<file path="src/rtl/popcount_pkg.sv">
// -----------------------------------------------------------------------------
// popcount_pkg
// Shared definitions for the population-count datapath:
//   - popcount_acc_state_t : FSM state encoding of the frame accumulator.
//   - popcount_cnt_width() : width of a per-word ones count (0..DATA_WIDTH).
//     The combinational counter's count_o uses the same width.
//   - popcount_acc_width() : width of a frame total that cannot wrap for
//                            MAX_WORDS words of DATA_WIDTH bits.
//   - popcount_words_width(): width of a word counter that can hold MAX_WORDS.
// -----------------------------------------------------------------------------
package popcount_pkg;

  typedef enum logic [1:0] {
    IDLE  = 2'd0,
    ACCUM = 2'd1,
    DONE  = 2'd2
  } popcount_acc_state_t;

  localparam int POPCOUNT_DEFAULT_DATA_WIDTH = 32;
  localparam int POPCOUNT_DEFAULT_MAX_WORDS  = 256;

  // A DATA_WIDTH-bit word holds up to DATA_WIDTH ones, which needs one bit
  // more than log2(DATA_WIDTH) for a power-of-two width.
  function automatic int popcount_cnt_width(input int data_width);
    return $clog2(data_width) + 1;
  endfunction

  function automatic int popcount_acc_width(input int data_width, input int max_words);
    return popcount_cnt_width(data_width) + $clog2(max_words);
  endfunction

  function automatic int popcount_words_width(input int max_words);
    return $clog2(max_words) + 1;
  endfunction

endpackage

</file>
<file path="src/rtl/population_count_accumulator.sv">
// -----------------------------------------------------------------------------
// population_count_accumulator
// Sums the per-word ones counts of a frame of words (delimited by last_i) and
// presents the frame total and word count on a registered valid/ready output.
//
// Ports:
//   clk_i      in   clock, rising edge
//   rst_i      in   asynchronous reset, active-high
//   count_i    in   per-word ones count, CNT_WIDTH bits, range 0..DATA_WIDTH
//   valid_i    in   count_i valid
//   last_i     in   beat is the final word of the frame
//   ready_o    out  block can accept a beat (low only while a result is held)
//   total_o    out  frame ones total, ACC_WIDTH bits
//   words_o    out  words accepted in the frame (saturates at MAX_WORDS)
//   overflow_o out  frame had more than MAX_WORDS words; total covers the first
//                   MAX_WORDS only
//   valid_o    out  total_o / words_o / overflow_o valid
//   ready_i    in   downstream accepts the result
//   flush_i    in   abandon the current frame (only with POPCOUNT_ACC_FLUSH_EN)
//
// Build option: define POPCOUNT_ACC_FLUSH_EN to add flush_i. Without it a frame
// ends only by last_i or reset.
// -----------------------------------------------------------------------------
module population_count_accumulator
  import popcount_pkg::*;
#(
  parameter int DATA_WIDTH = POPCOUNT_DEFAULT_DATA_WIDTH,
  parameter int MAX_WORDS  = POPCOUNT_DEFAULT_MAX_WORDS,
  parameter int CNT_WIDTH  = popcount_cnt_width(DATA_WIDTH),
  parameter int ACC_WIDTH  = popcount_acc_width(DATA_WIDTH, MAX_WORDS)
) (
  input  logic                                     clk_i,
  input  logic                                     rst_i,
  input  logic [CNT_WIDTH-1:0]                     count_i,
  input  logic                                     valid_i,
  input  logic                                     last_i,
  output logic                                     ready_o,
`ifdef POPCOUNT_ACC_FLUSH_EN
  input  logic                                     flush_i,
`endif
  output logic [ACC_WIDTH-1:0]                     total_o,
  output logic [popcount_words_width(MAX_WORDS)-1:0] words_o,
  output logic                                     overflow_o,
  output logic                                     valid_o,
  input  logic                                     ready_i
);

  localparam int WORDS_WIDTH = popcount_words_width(MAX_WORDS);
  localparam logic [WORDS_WIDTH-1:0] MAX_WORDS_W = WORDS_WIDTH'(MAX_WORDS);

  popcount_acc_state_t     r_state;
  logic [ACC_WIDTH-1:0]    r_acc;
  logic [WORDS_WIDTH-1:0]  r_words;
  logic                    r_overflow;

  logic                    w_accept;
  logic                    w_room;
  logic [ACC_WIDTH-1:0]    w_count_ext;

  // ready/valid decode straight from the state register, so both are glitch-free
  // register outputs and the single DONE cycle forms the per-frame bubble.
  assign ready_o     = (r_state != DONE);
  assign valid_o     = (r_state == DONE);
  assign w_accept    = valid_i & ready_o;
  assign w_room      = (r_words < MAX_WORDS_W);
  assign w_count_ext = ACC_WIDTH'(count_i);

  assign total_o    = r_acc;
  assign words_o    = r_words;
  assign overflow_o = r_overflow;

  always_ff @(posedge clk_i or posedge rst_i) begin
    if (rst_i) begin
      r_state    <= IDLE;
      r_acc      <= '0;
      r_words    <= '0;
      r_overflow <= 1'b0;
    end else begin
`ifdef POPCOUNT_ACC_FLUSH_EN
      // Flush wins over a coincident beat and over a DONE handshake.
      if (flush_i) begin
        r_state    <= IDLE;
        r_acc      <= '0;
        r_words    <= '0;
        r_overflow <= 1'b0;
      end else
`endif
      begin
        case (r_state)
          IDLE: begin
            // Result registers keep the previous frame until the first beat.
            if (w_accept) begin
              r_acc      <= w_count_ext;
              r_words    <= WORDS_WIDTH'(1);
              r_overflow <= 1'b0;
              r_state    <= last_i ? DONE : ACCUM;
            end
          end
          ACCUM: begin
            if (w_accept) begin
              if (w_room) begin
                r_acc   <= r_acc + w_count_ext;
                r_words <= r_words + WORDS_WIDTH'(1);
              end else begin
                // Beyond MAX_WORDS the word is dropped and the frame is marked.
                r_overflow <= 1'b1;
              end
              if (last_i) begin
                r_state <= DONE;
              end
            end
          end
          DONE: begin
            if (ready_i) begin
              r_state <= IDLE;
            end
          end
          default: r_state <= IDLE;
        endcase
      end
    end
  end

endmodule

</file>
<file path="config.mk">
export PLATFORM = sky130hd
export DESIGN_NAME = population_count_accumulator
export DESIGN_NICKNAME = d
export VERILOG_FILES = /design/src/rtl/popcount_pkg.sv /design/src/rtl/population_count_accumulator.sv
export SDC_FILE = /design/constraint.sdc
export NUM_CORES = 1
export LEC_CHECK = 0
export ABC_AREA = 1
export BUFFER_PORTS_ARGS = -buffer_cell sky130_fd_sc_hd__buf_4
export CORE_ASPECT_RATIO = 0.5
export CORE_MARGIN = 2
export CORE_UTILIZATION = 50
export CTS_BUF_LIST = sky130_fd_sc_hd__clkbuf_8
export DETAILED_ROUTE_END_ITERATION = 16
export PLACE_DENSITY = 0.77
export SYNTH_ARGS = -nofsm -noshare
export SYNTH_HDL_FRONTEND = slang
export SYNTH_SLANG_ARGS = --single-unit
</file>
<file path="constraint.sdc">
create_clock -name clk_i -period 1.59 [get_ports clk_i]
set_clock_uncertainty 0.1 [all_clocks]
set_input_delay 0.0795 -clock clk_i [delete_from_list [all_inputs] [get_ports clk_i]]
set_output_delay 0.0795 -clock clk_i [all_outputs]
set_load 0.03 [all_outputs]
</file>
==> key figures, run 1 <==
Outcome
  • Status: finished, violations left
  • Failing checks: setup timing

Logic synthesis
  • Seq cells post-synth: 26
  • Synth Net Count: 247
  • Post-Syn Area: approximately 0.0017 mm^2
  • Synth cell types: 32
  • Ys async rst share: 1.00
  • Synth area leaders: dfrtp_1, nand2_1, nor2_1, inv_1, ha_1
  • Post-synth top area cell: dfrtp_1
  • Synth Flop Type: dfrtp_1
  • Avg Cell Area, Syn: around 7.3 um^2
  • Ys Warns: 0
  • Most common cell in the netlist: nand2_1
  • Yosys top cell area share: 0.390
  • Seq/Total Area, Yosys: 0.390
  • Gate Count Post-Synth: 228
  • EDFF count, synth: 0
  • Synth cell count leaders: nand2_1, nor2_1, dfrtp_1

STA
  • Actual slew at the worst max-slew pin: around 0.41 ns
  • RSZ-0062 raised after global routing: true
  • Pins Over Slew Limit: 0
  • Minimum clock period: 1.76 ns
  • Hold Violations, Final: 0
  • Final worst setup slack: -0.173 ns
  • Period utilization: 1.11
  • Final setup vio count: 7
  • Max_slew headroom: 0.725
  • Final TNS setup: -0.745 ns
  • Fmax: ~570 MHz

Clock tree
  • Maximum buffer depth of the clock tree: 2
  • TritonCTS clock tree: built
  • Clk sink count: 26
  • H-tree Lvls: 1
  • Root Buffer: clkbuf_8
  • Clock latency on the worst-skew pair: 0.28 ns
  • Inserted Clock Buffers: 3
  • Worst-path clk slew: between 0.1 and 0.15 ns

Min path
  • HP Class: primary input to flip-flop

Worst setup path
  • Worst Path Required: 1.70 ns
  • Critical Path Start: total_o[0]
  • WS Path Type: flip-flop to flip-flop
  • Crit path depth: 7
  • Crit-path max FO: 4
  • Critical path destination: total_o[4]
  • CP Data Arrival Time: 1.88 ns
  • Cell Chain, Critical Path: ha_4 -> fa_2 -> nand3_2 -> nand2_4 -> xor2_1 -> nand2_1 -> a21oi_2
  • Slowest-stage cell, CP: dfrtp_2
  • R2r setup slk: -0.17 ns
  • Reg2Reg Depth: 7
  • Worst reg2reg startpoint: total_o[0]
  • Type of origin of the critical path: flip-flop
  • Crit path max-delay family: adder cells
  • Reg2reg end: total_o[4]
  • Setup crit end kind: flip-flop
  • CP Buf/Inv Count: 0
  • Delay of the slowest cell on the worst path: around 0.44 ns

Cells and area
  • Layout cells sized above 1: 0.373
  • N_diodes: 0
  • Layout area overhead: 42.7%
  • Design area: 0.00238 mm^2
  • Fin nets: approximately 300
  • Post-Layout Cell Count: 324
  • Filler instances: between 200 and 250

Floorplanning
  • Core area: about 0.003 mm^2
  • Chip width: around 86 um
  • Total die area: around 0.0038 mm^2
  • Initial Util: 0.541
  • Die H: roughly 45 um
  • I/O Pins: 37
  • Site Rows: 14

GRT
  • Total GRT Usage: 0.245
  • Grt total ovfl: 0
  • First-pass GRT wire length: approximately 7.3 mm
  • Number of global-route vias before repair: 1568
  • Largest net degree at the start of global routing: 27
  • Initial antenna violation count: 0

Power and ir drop
  • Leakage: 1.17 nW
  • Clock share of power: 0.143
  • Total power: between 4 and 5 mW
  • Net Sw Power: roughly 1.8 mW
  • Combinational share of power: 0.604
  • Switching portion of total power: 0.453
  • P per Cell Area: ~1700 mW/mm^2
  • Register share of total power: 0.253
  • Peak VDD IR: approximately 0.0012 V
  • Int Power: roughly 2.2 mW

Placement
  • GPL Wtd Cong: 0.834
  • Dpl hpwl: 3.11 mm
  • Post-placement cell count: about 310
  • # port buffers: 36
  • DP Area: 0.00215 mm^2

Detailed routing
  • Via count: 1722
  • WL final: ~4.6 mm
  • Iter 0 DRT Violations: 107
  • Vias per cell: 5.31
  • First-pass iteration count of the detailed router: 4
  • Drt drc: 0
  • Detail Route Antenna Nets: 0
  • WL/cell: ~14 um

Run
  • Total of max-cap violations: 0
[worst reg2reg max path, stage by stage (launching register included)]
cell     delay (ns)
dfrtp_2        0.44
ha_4           0.17
fa_2           0.35
nand3_2        0.11
nand2_4        0.08
xor2_1         0.19
nand2_1        0.12
a21oi_2        0.15
[routing by layer]
metal,GRT usage,vias to the layer above,wire (um)
li1,-,841,-
met1,0.324,826,2030
met2,0.436,49,2260
met3,0.0530,6,249
met4,0.0317,0,31
met5,0,-,0
[metrics by stage]
| step | worst slack, ns | hold WS (ns) | utilization |
|---|---|---|---|
| 3_5_place_dp | -0.140 | 0.0704 | 0.696 |
| 4_1_cts | -0.151 | 0.00715 | 0.749 |
| 3_3_place_gp | -0.0973 | 0.0641 | 0.696 |
| 6_report | -0.173 | 0.0107 | 0.772 |
| 5_1_grt | -0.262 | 0.0240 | 0.772 |
| 2_1_floorplan | -0.158 | 0.0191 | - |
[power groups by stage]
stage / clock [mW] / sequential (mW) / combinational (mW)
detailed placement: 0 / 1.03 / 2.09
global placement: 0 / 1.02 / 2.03
global route: 0.603 / 1.05 / 2.65
floorplan: 0 / 1.29 / 1.14
finish: 0.579 / 1.03 / 2.45
CTS: 0.578 / 1.02 / 2.24
[layout by cell type, fill, tap and decap left out, types with 4 or more instances in the layout]
cell,synthesis,routed
nand2_1,61,54
buf_4,2,51
nor2_1,31,29
inv_1,24,23
dfrtp_1,26,20
a21oi_1,16,12
nand3_1,15,9
o21ai_0,10,9
nand2_2,3,7
nand3_2,1,7
ha_4,0,6
dfrtp_2,0,6
nand4_1,5,5
inv_2,3,4
nor2_2,2,4
dlygate4sd3_1,0,4
[worst min path at each step]
stage | from | depth (start not counted) | slack, ns | end
CTS | count_i[3] | 3 | 0.007 | total_o[3]
finish | last_i | 4 | 0.01 | r_state[0]
detailed placement | rst_i | 3 | 0.07 | words_o[2]
global placement | rst_i | 3 | 0.06 | total_o[13]
floorplan | rst_i | 1 | 0.02 | overflow_o
global route | last_i | 4 | 0.02 | r_state[0]
[cell type report]
cell class	count	area, um^2	share of cell area
Timing Repair Buffer	57	445	0.187
Multi-Input combinational cell	169	1050	0.440
Clock buffer	3	41.3	0.0173
Sequential cell	26	658	0.276
Tap cell	40	50.0	0.0210
Inverter	28	108	0.0452
Clock inverter	1	30.0	0.0126
[registers in the layout (all words and copies together), names as in the netlist]
name	count
total_o	14
words_o	9
r_state	2
overflow_o	1
[cells by family (layout without fill, tap and decap cells)]
logic type,count (synthesis),count (layout),share of synthesized area
adder cells (fa/ha/maj),8,8,0.0645
XOR/XNOR,3,3,0.0157
AND/OR/NAND/NOR,127,127,0.336
buffers and inverters,33,89,0.0900
AO/OA/AOI/OAI,31,31,0.104
flip-flops,26,26,0.390
[repair_timing]
item	in CTS	in global routing
setup endpoints to repair	11	16
hold buffers	4	0
gates resized for setup	12	15
hold endpoints to repair	29	0
pin swaps	4	11
buffers inserted	0	3
No activity file was read; power rests on OpenSTA's default activity.
==> run 2: changes to the inputs <==
- CORE_MARGIN: 2 -> unset
- SETUP_SLACK_MARGIN: unset -> 0.05
==> run 2 against run 1 <==
Compared with the run above: the flow still finishes with violations (setup timing); design area grew 2.5%; flip-flop and latch count is the same; core utilization grew 1.9 points; setup slack gained 0.022 ns; critical path type unchanged; combinational power grew 2%; maximum frequency grew 1.3%.
==> key figures, run 2 (synthesis results as in run 1) <==
Worst setup path
  • Reg2Reg Depth: 7 (unchanged)
  • Slowest-stage cell, CP: dfrtp_2
  • Type of origin of the critical path: flip-flop
  • Worst Path Required: 1.72 ns (+0.02 ns)
  • Setup crit end kind: flip-flop
  • Worst reg2reg startpoint: total_o[0]
  • Crit path max-delay family: adder cells
  • Critical path destination: total_o[2]
  • Crit-path max FO: 2 (-2)
  • Crit path depth: 7 (unchanged)
  • WS Path Type: flip-flop to flip-flop
  • R2r setup slk: -0.15 ns (+0.02 ns)
  • Reg2reg end: total_o[2]
  • CP Data Arrival Time: 1.87 ns (about the same)
  • Delay of the slowest cell on the worst path: 0.44 ns (about the same)
  • Critical Path Start: total_o[0]
  • Cell Chain, Critical Path: ha_4 -> fa_2 -> buf_4 -> xnor2_2 -> a21oi_1 -> o21ai_1 -> nand2_1
  • CP Buf/Inv Count: 1 (+1)

Cells and area
  • Design area: 0.00244 mm^2 (+2.5%)
  • Layout area overhead: 46.3%
  • Post-Layout Cell Count: 322 (-0.62%)
  • Filler instances: 202 (-8.6%)
  • Layout cells sized above 1: 0.394 (+0.0204)
  • Fin nets: 302 (-0.66%)
  • Most frequent cells in the layout: nand2_1, buf_4, nor2_1, inv_1, dfrtp_1
  • FF+latch area: 658 um^2 (unchanged)
  • Multi-input combinational cell area: 0.00112 mm^2 (+6.8%)
  • N_diodes: 0 (unchanged)
  • Most common cell after layout, fill and taps aside: nand2_1
  • Max FFs per register: 14 (unchanged)

GRT
  • Largest net degree at the start of global routing: 27 (unchanged)
  • Number of global-route vias before repair: 1544 (-1.5%)
  • Initial antenna violation count: 0 (unchanged)
  • First-pass GRT wire length: 6.73 mm (-7.4%)
  • Grt total ovfl: 0 (unchanged)
  • Total GRT Usage: 0.242 (-0.00295)

Floorplanning
  • Die H: 42.9 um (-4.5%)
  • Total die area: 0.00359 mm^2 (-6.7%)
  • Core area: 0.00308 mm^2 (unchanged)
  • Chip width: 83.7 um (-2.3%)
  • Initial Util: 0.541 (unchanged)
  • I/O Pins: 37 (unchanged)
  • Site Rows: 14 (unchanged)

STA
  • Hold Violations, Final: 0 (unchanged)
  • Final hold slack: 0.0118 ns (+0.00115 ns)
  • Max_slew headroom: 0.731 (+0.00672)
  • Period utilization: 1.10 (-0.0138)
  • Fmax: 574 MHz (+1.3%)
  • Minimum clock period: 1.74 ns (-0.0219 ns)
  • Final TNS setup: -0.459 ns (+0.286 ns)
  • Actual slew at the worst max-slew pin: 0.403 ns (-0.0101 ns)
  • RSZ-0062 raised after global routing: true
  • Final worst setup slack: -0.152 ns (+0.0219 ns)
  • Final setup vio count: 9 (+2)
  • Pins Over Slew Limit: 0 (unchanged)

Placement
  • DP Area: 0.00212 mm^2 (-1.0%)
  • Dpl hpwl: 2.88 mm (-7.1%)
  • GPL Wtd Cong: 0.791 (-5.2%)
  • Post-placement cell count: 310 (-1.3%)
  • # port buffers: 36 (unchanged)

Power and ir drop
  • Peak VDD IR: 0.00122 V (+2.6%)
  • Switching portion of total power: 0.458 (+0.00495)
  • Register share of total power: 0.253 (about the same)
  • Leakage: 1.19 nW (+1.6%)
  • Total power: 4.11 mW (+1.5%)
  • Clock share of power: 0.140 (-0.003)
  • Combinational share of power: 0.607 (+0.003)
  • P per Cell Area: 1680 mW/mm^2 (-1.0%)
  • Net Sw Power: 1.88 mW (+2.6%)
  • Int Power: 2.23 mW (+0.54%)

Detailed routing
  • Detail Route Antenna Nets: 0 (unchanged)
  • First-pass iteration count of the detailed router: 4 (unchanged)
  • Drt drc: 0 (unchanged)
  • Vias per cell: 5.31 (-0.14%)
  • Via count: 1709 (-0.75%)
  • WL/cell: 13.5 um (-4.0%)
  • WL final: 4.36 mm (-4.6%)
  • Iter 0 DRT Violations: 119 (+11%)

Clock tree
  • Clock latency on the worst-skew pair: 0.28 ns (about the same)
  • TritonCTS clock tree: built
  • Maximum buffer depth of the clock tree: 2 (unchanged)
  • H-tree Lvls: 1 (unchanged)
  • Worst-path clk slew: 0.10 ns (about the same)
  • Clk sink count: 26 (unchanged)
  • Root Buffer: clkbuf_8
  • Inserted Clock Buffers: 3 (unchanged)

Run
  • Total of max-cap violations: 0 (unchanged)

Outcome
  • Status: finished, violations left
  • Failing checks: setup timing

Min path
  • Hold Path Cell Cnt: 4 (unchanged)
  • HP Class: primary input to flip-flop
[run 2: cell type report]
type | count | area share
clock inverters | 1 | 0.0123
inverters | 28 | 0.0441
multi-input cells | 169 | 0.459
well taps | 40 | 0.0205
flip-flops and latches | 26 | 0.270
repair buffers | 55 | 0.178
clock buffers | 3 | 0.0169
[run 2: power by group through the flow]
stage,clock network (mW),registers (mW),logic (mW)
6_report,0.574,1.04,2.50
3_3_place_gp,0,1.04,1.99
2_1_floorplan,0,1.29,1.16
4_1_cts,0.577,1.04,2.15
3_5_place_dp,0,1.05,2.02
5_1_grt,0.598,1.07,2.69
[run 2: how the worst min path moves through the flow]
stage | startpoint | endpoint | slack, ns
finish | last_i | r_state[0] | 0.01
floorplan | rst_i | overflow_o | 0.02
global placement | rst_i | words_o[2] | 0.06
global route | last_i | r_state[0] | 0.04
detailed placement | rst_i | words_o[2] | 0.07
CTS | count_i[0] | total_o[0] | 0.02
[run 2: what timing repair did]
item,4_1_cts,5_1_grt
hold endpoints to repair,29,0
setup buffers,0,4
hold buffers,4,0
resized for setup,15,25
pin swaps,7,13
setup endpoints to repair,12,15
[run 2: metal layers]
layer  routed length [um]  up-vias  global-route usage
met2                 2060       62               0.405
li1                     -      845                   -
met1                 1950      793               0.318
met5                    0        -                   0
met3                  274        9              0.0525
met4                   72        0              0.0746
[run 2: through the flow]
step | setup slack (ns) | util
2_1_floorplan | -0.157 | -
3_3_place_gp | -0.0993 | 0.689
3_5_place_dp | -0.136 | 0.689
4_1_cts | -0.0850 | 0.749
5_1_grt | -0.245 | 0.792
6_report | -0.152 | 0.792
[run 2: worst register-to-register path, stage by stage (launching register included)]
cell and delay (ns):
dfrtp_2 0.44, ha_4 0.17, fa_2 0.34, buf_4 0.15, xnor2_2 0.13, a21oi_1 0.18, o21ai_1 0.10, nand2_1 0.07
